--- src/rtl/spice_phase_sequencer_pkg.sv ---
// Shared state encoding for the half-phase sequencer.
package spice_phase_sequencer_pkg;

    localparam int SEQ_STATE_W = 3;

    typedef enum logic [SEQ_STATE_W-1:0] {
        SEQ_IDLE   = 3'd0,
        SEQ_LOAD   = 3'd1,
        SEQ_RELAX  = 3'd2,
        SEQ_SAMPLE = 3'd3,
        SEQ_TOGGLE = 3'd4
    } seq_state_t;

endpackage

--- src/rtl/spice_wrap_counter.sv ---
// Free-running wrap-around counter with synchronous clear (clear wins over enable).
module spice_wrap_counter #(
    parameter int W = 8
) (
    input  logic         eclk,
    input  logic         ereset,
    input  logic         en,
    input  logic         clr,
    output logic [W-1:0] count
);

    // count up on en, wrap naturally at 2^W-1
    always_ff @(posedge eclk or posedge ereset) begin
        if (ereset)
            count <= '0;
        else if (clr)
            count <= '0;
        else if (en)
            count <= count + W'(1);
    end

endmodule

--- src/rtl/spice_phase_sequencer.sv ---
// Half-phase sequencer for the switch-level netlist core:
// LOAD pins -> RELAX iterations -> SAMPLE latches -> TOGGLE phi0.
// Optional quiet-network early exit is built when SPICE_SEQ_SETTLE_EN is defined.
// All outputs are registered together with the state they belong to, so each
// strobe is high exactly while the FSM sits in its state.
import spice_phase_sequencer_pkg::*;

module spice_phase_sequencer #(
    parameter int ITERS  = 16,
    parameter int ITER_W = 8,
    parameter int CNT_W  = 32,
    parameter int SETTLE = 4
) (
    input  logic              eclk,
    input  logic              ereset,
    input  logic              run,
    input  logic              step_req,
    input  logic [ITER_W-1:0] iter_limit,
    input  logic              activity,
    output logic              pin_load,
    output logic              node_en,
    output logic              latch_g,
    output logic              phi0,
    output logic              busy,
    output logic              step_ack,
    output logic              settled,
    output logic [CNT_W-1:0]  cycle_count
);

    seq_state_t        state;
    logic              step_req_d;
    logic              step_mode;
    logic              early;
    logic [ITER_W-1:0] lim;
    logic [ITER_W-1:0] iter;
    logic              relax_last;
    logic              settle_hit;

    // iteration index: zeroed while loading, advanced once per RELAX cycle
    spice_wrap_counter #(.W(ITER_W)) u_iter (
        .eclk   (eclk),
        .ereset (ereset),
        .en     (state == SEQ_RELAX),
        .clr    (state == SEQ_LOAD),
        .count  (iter)
    );

    // full phi0 cycles: bump on the edge where phi0 falls (entering TOGGLE with phi0=1)
    spice_wrap_counter #(.W(CNT_W)) u_cycle (
        .eclk   (eclk),
        .ereset (ereset),
        .en     ((state == SEQ_SAMPLE) && phi0),
        .clr    (1'b0),
        .count  (cycle_count)
    );

    assign relax_last = (iter == lim - ITER_W'(1));

`ifdef SPICE_SEQ_SETTLE_EN
    logic [ITER_W-1:0] quiet;

    // consecutive quiet iterations; any activity restarts the run
    spice_wrap_counter #(.W(ITER_W)) u_quiet (
        .eclk   (eclk),
        .ereset (ereset),
        .en     ((state == SEQ_RELAX) && !activity),
        .clr    ((state == SEQ_LOAD) || ((state == SEQ_RELAX) && activity)),
        .count  (quiet)
    );

    // this cycle is the SETTLE-th quiet one in a row
    assign settle_hit = !activity
                     && (quiet == ITER_W'(SETTLE - 1))
                     && (iter >= ITER_W'(SETTLE - 1));
`else
    logic unused_activity;
    assign unused_activity = activity;
    assign settle_hit      = 1'b0;
`endif

    // sequencer FSM with outputs registered alongside the next state
    always_ff @(posedge eclk or posedge ereset) begin
        if (ereset) begin
            state      <= SEQ_IDLE;
            step_req_d <= 1'b0;
            step_mode  <= 1'b0;
            early      <= 1'b0;
            lim        <= '0;
            pin_load   <= 1'b0;
            node_en    <= 1'b0;
            latch_g    <= 1'b0;
            phi0       <= 1'b0;
            busy       <= 1'b0;
            step_ack   <= 1'b0;
            settled    <= 1'b0;
        end else begin
            // edges seen while busy are consumed here and never start a phase
            step_req_d <= step_req;
            pin_load   <= 1'b0;
            node_en    <= 1'b0;
            latch_g    <= 1'b0;
            step_ack   <= 1'b0;
            case (state)
                SEQ_IDLE: begin
                    if (run) begin
                        state     <= SEQ_LOAD;
                        pin_load  <= 1'b1;
                        busy      <= 1'b1;
                        step_mode <= 1'b0;
                    end else if (step_req && !step_req_d) begin
                        state     <= SEQ_LOAD;
                        pin_load  <= 1'b1;
                        busy      <= 1'b1;
                        step_mode <= 1'b1;
                    end
                end
                SEQ_LOAD: begin
                    // limit is frozen here; later iter_limit changes wait for the next phase
                    lim     <= (iter_limit == '0) ? ITER_W'(ITERS) : iter_limit;
                    state   <= SEQ_RELAX;
                    node_en <= 1'b1;
                end
                SEQ_RELAX: begin
                    if (relax_last || settle_hit) begin
                        state   <= SEQ_SAMPLE;
                        latch_g <= 1'b1;
                        // hitting the limit on the same cycle is not an early exit
                        early   <= settle_hit && !relax_last;
                    end else begin
                        node_en <= 1'b1;
                    end
                end
                SEQ_SAMPLE: begin
                    state     <= SEQ_TOGGLE;
                    phi0      <= ~phi0;
                    step_ack  <= step_mode;
                    step_mode <= 1'b0;
                    settled   <= early;
                end
                SEQ_TOGGLE: begin
                    if (run) begin
                        state    <= SEQ_LOAD;
                        pin_load <= 1'b1;
                    end else begin
                        state <= SEQ_IDLE;
                        busy  <= 1'b0;
                    end
                end
                default: begin
                    state <= SEQ_IDLE;
                    busy  <= 1'b0;
                end
            endcase
        end
    end

endmodule
--- config.mk ---
export PLATFORM = sky130hd
export DESIGN_NAME = spice_phase_sequencer
export DESIGN_NICKNAME = d
export VERILOG_FILES = /design/src/rtl/spice_phase_sequencer_pkg.sv /design/src/rtl/spice_wrap_counter.sv /design/src/rtl/spice_phase_sequencer.sv
export SDC_FILE = /design/constraint.sdc
export NUM_CORES = 1
export LEC_CHECK = 0
export CAP_MARGIN = 40
export CORE_ASPECT_RATIO = 1.75
export CORE_MARGIN = 4
export CORE_UTILIZATION = 59
export DETAILED_ROUTE_END_ITERATION = 12
export DONT_BUFFER_PORTS = 1
export PLACE_DENSITY = 0.75
export SYNTH_ARGS = -nofsm -noshare
export SYNTH_HDL_FRONTEND = slang
export SYNTH_SLANG_ARGS = --single-unit
--- constraint.sdc ---
create_clock -name eclk -period 5.28 [get_ports eclk]
set_clock_uncertainty 0.05 [all_clocks]
set_input_delay 0.528 -clock eclk [delete_from_list [all_inputs] [get_ports eclk]]
set_output_delay 0.528 -clock eclk [all_outputs]
set_load 0.005 [all_outputs]
[Yosys cells after proc, flatten, opt, wreduce, memory -nomap -nowiden]
Cells that the tools add are included.
Word-level totals
  flip-flop bits (word level): 59
  input bits: 13
  logic and storage cells: 59
  output and inout bits: 39
Operators by class
  equal/unequal tests: 8
  reduce and logical (&&, ||, !) cells: 11
  bitwise logic cells: 2
  add/subtract/negate cells: 3
  mux-type cells: 23
Operators with widths (count)
  adder 32 x 1 -> 32 bit, second input constant: 1
  2-to-1 mux 8 bit: 3
  one-hot mux 3 bit (5 select lines): 1
  2-to-1 mux 1 bit: 12
  2-to-1 mux 3 bit: 3
  adder 8 x 1 -> 8 bit, second input constant: 1
  == test 8 bit: 1
  zero test 8 bit: 1
  subtractor 8 x 1 -> 8 bit, second input constant: 1
  == test 3 x 2 -> 1 bit, second input constant: 2
  one-hot mux 1 bit (2 select lines): 3
  != test 2 bit, second input constant: 2
  AND reduction 2 bit: 2
  nonzero test 2 bit: 2
  == test 3 x 1 -> 1 bit, second input constant: 1
  == test 3 bit, second input constant: 1
  zero test 3 bit: 1
  != test 3 bit, second input constant: 1
  one-hot mux 1 bit (3 select lines): 1
  AND reduction 3 bit: 1
  OR reduction 3 bit: 1
  logical AND 1 bit: 2
  inverter 1 bit: 2
  zero test 1 bit: 1

[Logic depth before layout (Yosys ltp)]
  depth after elaboration: 5
  gate-level depth with buffers: 8
  mapped depth without buffers: 7

[Hierarchy]
Synthesis repeated with hierarchy kept, for this count alone.
Second synthesis, totals
  cell total of the unflattened synthesis: 324
  area total of the unflattened synthesis: 3171.8 µm²
Modules (own cells, without submodules)
  spice_wrap_counter (u_cycle): cells each 184, instances 1, sequential area each 800.8 µm², area each 1749.2 µm²
  spice_phase_sequencer: cells each 102, instances 1, sequential area each 475.5 µm², area each 1022.2 µm²
  spice_wrap_counter (u_iter): cells each 38, instances 1, sequential area each 200.2 µm², area each 400.4 µm²

[Least setup slack after synthesis]
No wires, ideal clock.
  path type: register to register
  from: register lim[0]
  to: register latch_g
  clock period less this slack: 1836 ps
  setup time: 68 ps
  path slack: 3444 ps
  cell stages (with the launch flop): 8
  required time: 5162 ps
  data arrival time: 1718 ps
  path through: dfrtp_1 > inv_1 > ha_1 > nand2b_1 > a21oi_1 > a311o_1 > a2111oi_2 > and3_1
On the way
  longest elaborated chain between the ends: 4
Ends and longest elaborated chain
  start: declaration: line spice_phase_sequencer.sv:34  | logic [ITER_W-1:0] lim;
  start signal: assignment: line spice_phase_sequencer.sv:119  | lim <= (iter_limit == '0) ? ITER_W'(ITERS) : iter_limit;
  subtractor 8 x 1 -> 8 bit: line spice_phase_sequencer.sv:57  | assign relax_last = (iter == lim - ITER_W'(1));
  == test 8 bit: line spice_phase_sequencer.sv:57
  2-to-1 mux 1 bit: line spice_phase_sequencer.sv:124  | if (relax_last || settle_hit) begin
  2-to-1 mux 1 bit: line spice_phase_sequencer.sv:103  | case (state)
  end signal: assignment: line spice_phase_sequencer.sv:91  | latch_g <= 1'b0;
  end signal: assignment: line spice_phase_sequencer.sv:101  | latch_g <= 1'b0;
  end signal: assignment: line spice_phase_sequencer.sv:126  | latch_g <= 1'b1;
  end: declaration: line spice_phase_sequencer.sv:22  | output logic latch_g,
Every way passes these cells.
A chain may end at the register's enable or synchronous reset.

[Final worst setup path]
  from: register lim[0]
  to: register node_en
On the way
  longest elaborated chain between the ends: 4
Ends and longest elaborated chain
  subtractor 8 x 1 -> 8 bit: line spice_phase_sequencer.sv:57
  == test 8 bit: line spice_phase_sequencer.sv:57
  2-to-1 mux 1 bit: line spice_phase_sequencer.sv:124
  one-hot mux 1 bit (2 select lines): line spice_phase_sequencer.sv:103
  end signal: assignment: line spice_phase_sequencer.sv:100  | node_en <= 1'b0;
  end signal: assignment: line spice_phase_sequencer.sv:121  | node_en <= 1'b1;
  end signal: assignment: line spice_phase_sequencer.sv:130  | node_en <= 1'b1;
  end: declaration: line spice_phase_sequencer.sv:21  | output logic node_en,
Every way passes these cells.

==> impl_metrics.toml <==
[status]
status = "finished clean"

[clock_tree]
cts-root-buf = "clkbuf_8"
ctsLongestPathBuffers = 2
numCtsBuffers = 9
postCtsSetupBuffers = 0
cts-resized-gates = 0
worstSkewPairLatency_ns = 0.32
clk_pin_slew_ns = 0.06
clock_sinks = 59
htreeDepth = 3
holdBufCountCts = 0
tritoncts = "done"

[floorplanning]
dieWidth_um = 60.6
start_util_pct = 60.7
die_area_mm2 = 0.00606
row_count = 33
io_pins = 52
core_mm2 = 0.00471
fp.dieH_um = 100

[synth]
yosysWarningCount = 0
seq_area_frac_synth_pct = 51.7
synth_area_leader_cell = "dfrtp_1"
syn_inst = 260
synth.avg_cell_area_um2 = 11.0
synth_cell_types = 47
synth.most_common_cell = "dfrtp_1"
mappedNetlistNets = 276
synth_area_leaders = "dfrtp_1 (52%), xnor2_1 (8.9%), xor2_1 (3.7%)"
synth_ff_type = "dfrtp_1"
yosys-top-cells-count = "dfrtp_1 (59), xnor2_1 (29), nand2_1 (24)"
synthArstFlopShare_pct = 100
synth_edf_count = 0
yosysTopAreaCellShare_pct = 51.7
synth.cell_area_mm2 = 0.00286
ys_ff_latch = 59

[place]
port_buffers = 0
gp_congestion = 0.839
hpwl_mm = 3.83

[power_and_ir_drop]
leakagePower_nw = 1.41
comb_power_share_pct = 24.0
power_density_mw_per_mm2 = 470
switchingPower_mw = 0.455
p_seq_share_pct = 45.3
ir_worst_vdd_uv = 310
pwr-share-clk_pct = 30.7
power_mw = 1.44
p_sw_share_pct = 31.6
intPower_mw = 0.987

[worst_setup_path]
critPathBufInv = 1
cp_top_family = "compound AO/OA/AOI/OAI gates"
cp_cell_sequence = "inv_1 -> ha_1 -> nand2b_1 -> a21oi_1 -> a311o_1 -> a2111oi_2 -> a31oi_1"
rrSetupSlack_ns = 3.17
worst-path-max-fanout = 5
critPathLaunchType = "flip-flop"
slowest_stage = "a2111oi_2"
slowest_delay_ns = 0.46
cp.arrival_ns = 2.23
worstSetupPathType = "reg -> reg"
end_kind = "flip-flop"
worstPathRequired_ns = 5.41

[sta]
rsz0062_at_grt = "no"
fmax_ghz = 0.475
finalCritPeriodShare_pct = 39.9
tightest_slew_ns = 0.553
slew_viol_final = 0
period_needed_ns = 2.11
hold_violations = 0
slew_headroom_pct = 63.1
finalSetupTns_ns = 0
setup_viol_count_final = 0

[global_routing]
grt_max_degree = 34
grt_pass1_wl_mm = 8.51
grtUsageTotal_pct = 18.7
antenna_found_initial = 0
grt_overflow = 0
grt_pass1_vias = 1907

[routing]
routed_wirelength_mm = 5.16
wl_per_cell_um = 16.3
drc = 0
vias = 1899
first_iter_violations = 46
viasPerCell = 6.01
postRouteAntennaNets = 0
firstDrtPassIters = 4

[job]
drv_cap = 0

[layout]
nNetsFinal = 277
antenna-diode-count = 0
area_growth_pct = 7.36
fin_util_pct = 65.2
drive_above_1_share_pct = 12.1

[hold_path]
hp-class = "in -> async"
[sequential cells by signal, indices dropped and copies added, names as in the netlist]
register and flops:
u_cycle.count 32, lim 8, u_iter.count 8, state 3, busy 1, latch_g 1, node_en 1, phi0 1
pin_load 1, step_ack 1, step_mode 1, step_req_d 1
[power by group through the flow]
stage | logic [mW] | clock network (mW) | registers (mW)
floorplan | 0.326 | 0 | 0.612
global placement | 0.336 | 0 | 0.656
detailed placement | 0.350 | 0 | 0.660
CTS | 0.351 | 0.457 | 0.653
global route | 0.391 | 0.480 | 0.667
finish | 0.345 | 0.443 | 0.653
[cell type report]
type | instances | area (µm²)
inverters | 7 | 26.3
fillers | 376 | 1640
multi-input cells | 183 | 1280
repair buffers | 1 | 7.51
flip-flops and latches | 59 | 1480
clock buffers | 12 | 155
well taps | 52 | 65.1
clock inverters | 2 | 60.1
[worst paths after layout]
| path | cells after the start | startpoint | end |
|---|---|---|---|
| worst max-delay path | 7 | lim[0] | node_en |
| worst min-delay path | 1 | ereset | step_mode |
| worst max register to register | 7 | lim[0] | node_en |
| worst min register to register | 1 | u_cycle.count[31] | u_cycle.count[31] |
| max in group asynchronous | 2 | ereset | u_cycle.count[4] |
| min in group eclk | 0 | step_req | step_req_d |
[metrics by stage]
stage,cells,worst slack (ns),cell area [µm²],hold slack [ns]
finish,316,3.17,3070,0.0835
global route,316,3.03,3070,0.112
CTS,316,3.17,3070,0.0902
detailed placement,302,3.18,2850,0.446
global placement,302,3.20,2850,0.439
floorplan,260,3.25,2860,0.414
[layer usage]
layer  part of all wire (%)  track usage (%)  vias up
li1                       -                -      899
met1                     36             18.4      933
met2                     55             33.6       55
met3                    6.1             6.05       12
met4                    2.4             8.85        0
met5                      0                0        -
[kinds of logic (layout without fill, tap and decap cells)]
| group | count (synthesis) | after routing | share of synthesized area (%) |
|---|---|---|---|
| XOR/XNOR | 42 | 42 | 13.1 |
| adder cells (fa/ha/maj) | 3 | 3 | 1.31 |
| AND/OR/NAND/NOR | 99 | 99 | 19.4 |
| multiplexers | 10 | 10 | 3.85 |
| flip-flops | 59 | 59 | 51.7 |
| other | 1 | 1 | 0.131 |
| buffers and inverters | 18 | 22 | 3.63 |
| AO/OA/AOI/OAI | 28 | 28 | 6.87 |
[cell usage in the layout, fill, tap and decap left out, types with 3 or more instances in the layout]
master | synthesis | layout
a21oi_1 | 4 | 4
nand2b_1 | 3 | 3
ha_1 | 3 | 3
inv_1 | 7 | 6
nand4_1 | 10 | 10
nand3_1 | 14 | 14
mux2_2 | 8 | 8
nand3b_1 | 3 | 3
nor3_1 | 5 | 5
xor2_1 | 12 | 12
dfrtp_1 | 59 | 59
nor2_1 | 13 | 13
xnor2_1 | 29 | 29
clkbuf_8 | 0 | 11
o21ai_0 | 9 | 9
and3_1 | 7 | 7
nand2_1 | 24 | 24
and4_1 | 4 | 4
Power figures use the tool's default switching activity.
